File: src/rtl/dbus_responder.sv
// Data-bus responder for the core's MEM-stage ram_* port.
// Sequences async-SRAM strobes and UART register accesses, returns data with ack.
module dbus_responder #(
  parameter int          SRAM_AW        = 20,
  parameter logic [31:0] UART_DATA_ADDR = 32'hBFD0_03F8,
  parameter logic [31:0] UART_STAT_ADDR = 32'hBFD0_03FC
) (
  input  logic               clk,
  input  logic               rst,
  input  logic               ce_i,
  input  logic               we_i,
  input  logic [31:0]        addr_i,
  input  logic [31:0]        wdata_i,
  input  logic [3:0]         sel_i,
  output logic [31:0]        rdata_o,
  output logic               ack_o,
  output logic               busy_o,
  output logic               unmapped_o,
  output logic [SRAM_AW-1:0] sram_addr_o,
  output logic [31:0]        sram_wdata_o,
  input  logic [31:0]        sram_rdata_i,
  output logic               sram_oe_data_o,
  output logic               sram_ce_n_o,
  output logic               sram_oe_n_o,
  output logic               sram_we_n_o,
  output logic [3:0]         sram_be_n_o,
  output logic               uart_tx_start_o,
  output logic [7:0]         uart_tx_data_o,
  input  logic               uart_tx_busy_i,
  input  logic               uart_rx_ready_i,
  input  logic [7:0]         uart_rx_data_i,
  output logic               uart_rx_clear_o
);

  localparam logic [31:0] SRAM_BASE = 32'h8000_0000;

  typedef enum logic [2:0] {
    S_IDLE, S_RD1, S_RD2, S_WR1,
    S_WR2, S_WR3, S_TXW, S_ACK
  } state_e;

  state_e state_q, state_d;

  logic [SRAM_AW-1:0] addr_q, addr_d;
  logic [31:0]        wdata_q, wdata_d;
  logic [3:0]         sel_q, sel_d;
  logic [31:0]        rdata_q, rdata_d;
  logic               ack_q, ack_d;
  logic               unm_q, unm_d;
  logic               rxclr_q, rxclr_d;
  logic               ce_n_q, ce_n_d;
  logic               oe_n_q, oe_n_d;
  logic               we_n_q, we_n_d;
  logic [3:0]         be_n_q, be_n_d;
  logic               oed_q, oed_d;

  logic hit_sram, hit_data, hit_stat;

  assign hit_sram = (addr_i[31:SRAM_AW+2] == SRAM_BASE[31:SRAM_AW+2]);
  assign hit_data = (addr_i == UART_DATA_ADDR);
  assign hit_stat = (addr_i == UART_STAT_ADDR);

  always_comb begin
    state_d = state_q;
    addr_d  = addr_q;
    wdata_d = wdata_q;
    sel_d   = sel_q;
    rdata_d = rdata_q;
    unm_d   = 1'b0;
    rxclr_d = 1'b0;

    case (state_q)
      S_IDLE: begin
        if (ce_i) begin
          addr_d  = addr_i[SRAM_AW+1:2];
          wdata_d = wdata_i;
          sel_d   = sel_i;
          if (hit_sram) begin
            state_d = we_i ? S_WR1 : S_RD1;
          end else if (hit_data && we_i) begin
            state_d = S_TXW;
          end else begin
            // Single-cycle accesses: result is ready at acceptance.
            state_d = S_ACK;
            if (hit_data) begin
              rdata_d = {24'b0, uart_rx_data_i};
              rxclr_d = 1'b1;
            end else if (hit_stat) begin
              if (!we_i) begin
                rdata_d = {30'b0, uart_rx_ready_i, ~uart_tx_busy_i};
              end
            end else begin
              rdata_d = '0;
              unm_d   = 1'b1;
            end
          end
        end
      end
      S_RD1: state_d = S_RD2;
      S_RD2: begin
        rdata_d = sram_rdata_i;
        state_d = S_ACK;
      end
      S_WR1: state_d = S_WR2;
      S_WR2: state_d = S_WR3;
      S_WR3: state_d = S_ACK;
      S_TXW: begin
        if (!uart_tx_busy_i) begin
          state_d = S_ACK;
        end
      end
      S_ACK:   state_d = S_IDLE;
      default: state_d = S_IDLE;
    endcase

    // Strobes are registered from the next state so they are glitch-free.
    ce_n_d = 1'b1;
    oe_n_d = 1'b1;
    we_n_d = 1'b1;
    be_n_d = 4'hF;
    oed_d  = 1'b0;
    case (state_d)
      S_RD1, S_RD2: begin
        ce_n_d = 1'b0;
        oe_n_d = 1'b0;
        be_n_d = 4'h0;
      end
      S_WR1, S_WR3: begin
        ce_n_d = 1'b0;
        oed_d  = 1'b1;
        be_n_d = ~sel_d;
      end
      S_WR2: begin
        ce_n_d = 1'b0;
        oed_d  = 1'b1;
        we_n_d = 1'b0;
        be_n_d = ~sel_d;
      end
      default: ;
    endcase
    ack_d = (state_d == S_ACK);
  end

  always_ff @(posedge clk) begin
    if (!rst) begin
      state_q <= S_IDLE;
      addr_q  <= '0;
      wdata_q <= '0;
      sel_q   <= '0;
      rdata_q <= '0;
      ack_q   <= 1'b0;
      unm_q   <= 1'b0;
      rxclr_q <= 1'b0;
      ce_n_q  <= 1'b1;
      oe_n_q  <= 1'b1;
      we_n_q  <= 1'b1;
      be_n_q  <= 4'hF;
      oed_q   <= 1'b0;
    end else begin
      state_q <= state_d;
      addr_q  <= addr_d;
      wdata_q <= wdata_d;
      sel_q   <= sel_d;
      rdata_q <= rdata_d;
      ack_q   <= ack_d;
      unm_q   <= unm_d;
      rxclr_q <= rxclr_d;
      ce_n_q  <= ce_n_d;
      oe_n_q  <= oe_n_d;
      we_n_q  <= we_n_d;
      be_n_q  <= be_n_d;
      oed_q   <= oed_d;
    end
  end

  assign rdata_o         = rdata_q;
  assign ack_o           = ack_q;
  assign busy_o          = ce_i & ~ack_q;
  assign unmapped_o      = unm_q;
  assign sram_addr_o     = addr_q;
  assign sram_wdata_o    = wdata_q;
  assign sram_oe_data_o  = oed_q;
  assign sram_ce_n_o     = ce_n_q;
  assign sram_oe_n_o     = oe_n_q;
  assign sram_we_n_o     = we_n_q;
  assign sram_be_n_o     = be_n_q;
  assign uart_tx_start_o = (state_q == S_TXW) & ~uart_tx_busy_i;
  assign uart_tx_data_o  = wdata_q[7:0];
  assign uart_rx_clear_o = rxclr_q;

endmodule

File: config.mk
export PLATFORM = sky130hd
export DESIGN_NAME = dbus_responder
export DESIGN_NICKNAME = d
export VERILOG_FILES = /design/src/rtl/dbus_responder.sv
export SDC_FILE = /design/constraint.sdc
export NUM_CORES = 1
export LEC_CHECK = 0
export BUFFER_PORTS_ARGS = -buffer_cell sky130_fd_sc_hd__buf_2
export CAP_MARGIN = 20
export CORE_AREA = 2 2 128 130
export DETAILED_ROUTE_END_ITERATION = 10
export DIE_AREA = 0 0 130 132
export GPL_TIMING_DRIVEN = 0
export MAX_ROUTING_LAYER = met4
export PLACE_DENSITY = 0.58
export SLEW_MARGIN = 20
export SYNTH_ARGS = -nofsm -noshare
export SYNTH_HDL_FRONTEND = slang
export SYNTH_SLANG_ARGS = --single-unit
export TNS_END_PERCENT = 100
File: constraint.sdc
create_clock -name clk -period 2.1 [get_ports clk]
set_input_delay 0.42 -clock clk [delete_from_list [all_inputs] [get_ports clk]]
set_output_delay 0.42 -clock clk [all_outputs]
set_load 0.005 [all_outputs]
# Yosys cells after proc, flatten, opt, wreduce, memory -nomap -nowiden
# Index checks and enable logic that the tools add are counted.
# totals
register_bits	102
out_inout_bits	105
input_bits	114
wordCells	74
# op_classes
eq_ne	20
n_reduce_logical	11
bitwise_logic	8
muxes	22
# op_table
op	n
two-way mux 32 bit	6
equality test 32 bit (second input constant)	2
case mux 32 bit (2 select lines)	1
equality test 3 bit (second input constant)	7
case mux 3 bit (7 select lines)	1
equality test 3 x 2 -> 1 bit (second input constant)	4
equality test 10 bit (second input constant)	1
OR reduction 5 bit	2
two-way mux 3 bit	3
two-way mux 4 bit	2
case mux 4 bit (2 select lines)	1
two-way mux 1 bit	7
equality test 3 x 1 -> 1 bit (second input constant)	2
inequality test 2 bit (second input constant)	3
OR reduction 6 bit	1
NOT 1 bit	5
AND reduction 5 bit	1
inequality test 4 bit (second input constant)	1
NOT 4 bit	1
OR reduction 2 bit	2
logical NOT 3 bit	1
OR reduction 3 bit	1
AND 1 bit	2
two-way mux 2 bit	1
3 further kinds	3

# Depth between registers and ports, before layout
# logic_depth
depth_word	9
depth_mapped	8

# Least setup slack after synthesis
# No wires, ideal clock.
# synth_path
kind	input to register
startpoint	in addr_i[13]
endpoint	reg rdata_q[2], in the netlist rdata_o[2]
arrival_time_ps	1873
stages	7
setup_ps	116
path_slack_ps	110
cell_sequence	nor4_4 nand4_2 o311a_1 buf_6 or2_1 buf_6 o211a_1
# synth_between
elab_chain_len	7
# synth_rtl
item	line_no	rtl
start, declared	12	input logic [31:0] addr_i,
equality test 32 bit	61	assign hit_stat = (addr_i == UART_STAT_ADDR);
two-way mux 32 bit	88	end else if (hit_stat) begin
two-way mux 32 bit	85	if (hit_data) begin
two-way mux 32 bit	80	end else if (hit_data && we_i) begin
two-way mux 32 bit	78	if (hit_sram) begin
two-way mux 32 bit	74	if (ce_i) begin
case mux 32 bit (2 select lines)	72	case (state_q)
end signal, assigned	164	rdata_q <= rdata_d;
end, declared	47	logic [31:0] rdata_q, rdata_d;
# Parallel ways exist; a longest one is shown, timed or not. The select of a mux whose other input is x is not followed.
# A chain may end at the register's enable or synchronous reset.

# Worst setup path after layout
# layout_path
startpoint	in addr_i[13]
endpoint	reg be_n_q[1], in the netlist sram_be_n_o[1]
# layout_between
elab_chain_len	9
# layout_rtl
item	line_no	rtl
equality test 32 bit (*)	60	assign hit_data = (addr_i == UART_DATA_ADDR);
logical AND 1 bit (*)	80	
two-way mux 1 bit (*)	80	
two-way mux 3 bit (*)	78	
two-way mux 3 bit (*)	74	
case mux 3 bit (7 select lines) (*)	72	
equality test 3 bit, or another cell as far along	122	case (state_d)
OR reduction 3 bit (no line) / OR reduction 2 bit (equally long branches)	-	
case mux 4 bit (2 select lines) (*)	122	
end signal, assigned	171	be_n_q <= be_n_d;
end, declared	54	logic [3:0] be_n_q, be_n_d;
# Every way passes the cells marked *; elsewhere a longest branch is shown, timed or not.

==> results.ini <==
[outcome]
status=finished, final reports clean

[setup_path]
critPathLaunchType=primary input
critPathRequiredTime_ns=2.36
critPathCaptureType=flip-flop
arrival_ns=2.26
timing_worst_setup_path_type=in2reg
slowest_delay_ns=0.65
worstPathCellList=buf_2, nor4_4, nand4_2, or4b_4, a211o_1, o211ai_1
crit_slowest_cell=or4b_4
crit_fanout=6

[layout]
drive_gt1_share_pct=41.26
multi_input_area_um2=1643
num_antenna_cells=0
final_util_pct=35.72
fillers=1680
seq_area_um2=2042
stdcell_area_um2=5613
fin_nets=778
syn2layout_area_growth_pct=44.66

[yosys]
synth_seq_cells=102
synth.distinct_cells=44
synth-xor-area-share_pct=0
synth-edff-count=0
synth_top_family_by_area=simple AND/OR/NAND/NOR gates
syn_area_um2=3880
synth-simple-area-share_pct=20.83
synthCells=435
synthTopCellsByArea=dfxtp_1 (53%), nand2_1 (12%), a21oi_1 (8.0%)
ys.flop_type=dfxtp_1
async_flop_share_pct=0
synthTopCellsByCount=nand2_1 (126), dfxtp_1 (102), a21oi_1 (62)
synthMuxAreaShare_pct=0.7739
yosysWarnings=0
synth_fa_ha_area_share_pct=0
synth_top_area_share_pct=52.63
yosysMostFrequentCell=nand2_1
yosys.area.top_type=dfxtp_1
ys_seq_area_share_pct=52.63
post_synth.cell_area_avg_um2=8.919
synth_compound_area_share_pct=19.41
syn-num-nets=549

[drt]
first_pass_iters=4
num_vias=3819
drc=0
ant_nets=0
drt-total-wl_um=12210
wl_per_cell_um=13.80
vias_per_cell=4.315
drt_iter0_markers=108

[placed_design]
hpwl_um=9470
io_buffer_count=218
gp_congestion=0.7672
dpl-instance-area_um2=5241
pre_cts_ws_ns=-0.4472

[timing]
whs_ns=0.2804
fin_crit_ns=1.994
tns_ns=0
fin_ws_ns=0.1057
relSlewSlack_pct=56.21
worst_pin_slew_ns=0.6568
finalCritPeriodShare_pct=94.97
fin_skew_ns=0.006291
hold_viol_final=0
setup_viol=0
fmax_mhz=501.4
drv_slew=0
rsz0062_at_grt=no

[floorplan]
die_height_um=132
dieArea_um2=17160
core_area_um2=15710
num_rows=46
initial_core_util_pct=24.69
pin_count=219
die_x_um=130

[pwr]
power_density_nw_per_um2=901.4
power_leakage_uw=0.002689
max-vdd-ir-drop_uv=501.3

[global_routing]
grt_pass1_wl_um=18690
grt_max_degree=19
overflow=0
antenna_found_initial=0
grt_pass1_vias=3702
track_usage_pct=14.37

[cts]
cts.sinks=102
postCtsHoldBufs=0
clk_latency_ns=0.34
cts_buffer_depth=2
h-tree-depth=3
cts_tree=built
path_clk_slew_ns=0.07
cts_made_buffers=9
cts_root_buffer=clkbuf_16

[run]
max_cap_viol_count=0

[hold_path]
hold_class=in2reg

layout make-up:
cell class | count | share of cell area [%]
sequential | 102 | 36.38
buffer | 36 | 3.678
timing repair buffer | 220 | 19.71
multi-input combinational | 285 | 29.27
tap | 216 | 4.815
clock buffer | 9 | 4.012
inverter | 10 | 0.6687
clock inverter | 7 | 1.471
path summary, 6_finish.rpt:
path	to	slack (ns)	cells past startpoint	start
hold reg to reg	sram_wdata_o[10]	0.45	2	sram_wdata_o[10]
setup reg to reg	sram_be_n_o[1]	0.17	5	state_q[2]
hold / removal	rdata_o[18]	0.28	2	sram_rdata_i[18]
setup / recovery	sram_be_n_o[1]	0.11	6	addr_i[13]
state kept, by name, summed over array words and instances (netlist names), 3 cells and up:
register      cells
rdata_o          32
sel_q             4
sram_addr_o      20
sram_be_n_o       4
sram_wdata_o     32
state_q           3
logic make-up after synthesis:
group,after synthesis
AND/OR/NAND/NOR,171
AO/OA/AOI/OAI,111
flip-flops,102
buffers and inverters,48
multiplexers,3
repair_timing:
action,in CTS,in global routing
setup endpoints to repair,65,42
buffers inserted,2,0
resized for setup,4,10
pin swaps,1,1
critical path, delay by kind of cell:
family,cells,cell delay (ns)
compound gates,2,0.52
buf+inv,1,0.12
simple gates,3,1.19
power breakdown:
part | leakage, uW | internal (uW) | switching [uW] | total, uW
Clock | 0.000138 | 941 | 779 | 1720
Sequential | 0.000833 | 2140 | 116 | 2260
Combinational | 0.00172 | 496 | 584 | 1080
placed cells by master, fill, tap and decap left out, types with 3 or more instances in the layout:
cell	instances
a21oi_1	61
a22o_1	24
and2_1	3
buf_2	223
buf_4	10
buf_6	4
clkbuf_1	15
clkbuf_16	9
clkbuf_2	4
clkinvlp_4	4
dfxtp_1	102
inv_1	9
mux2i_1	3
nand2_1	126
nand3_1	4
nor2_1	7
nor3_1	3
o211a_1	6
o211ai_1	4
o221ai_1	5
layer usage:
| metal | global-route usage [%] | part of all wire, % | vias up |
|---|---|---|---|
| li1 | - | - | 1943 |
| met1 | 17.21 | 45 | 1727 |
| met2 | 23.30 | 47 | 140 |
| met3 | 4.870 | 7.7 | 9 |
| met4 | 3.226 | 0.81 | 0 |
| met5 | - | 0 | - |
per-stage QoR:
stage	total power, uW	cells
after CTS	5130	887
after global routing	5357	885
after detailed placement	3365	869
after floorplan	2870	435
final	5059	885
after global placement	3359	869
No activity file was read; power rests on OpenSTA's default activity.
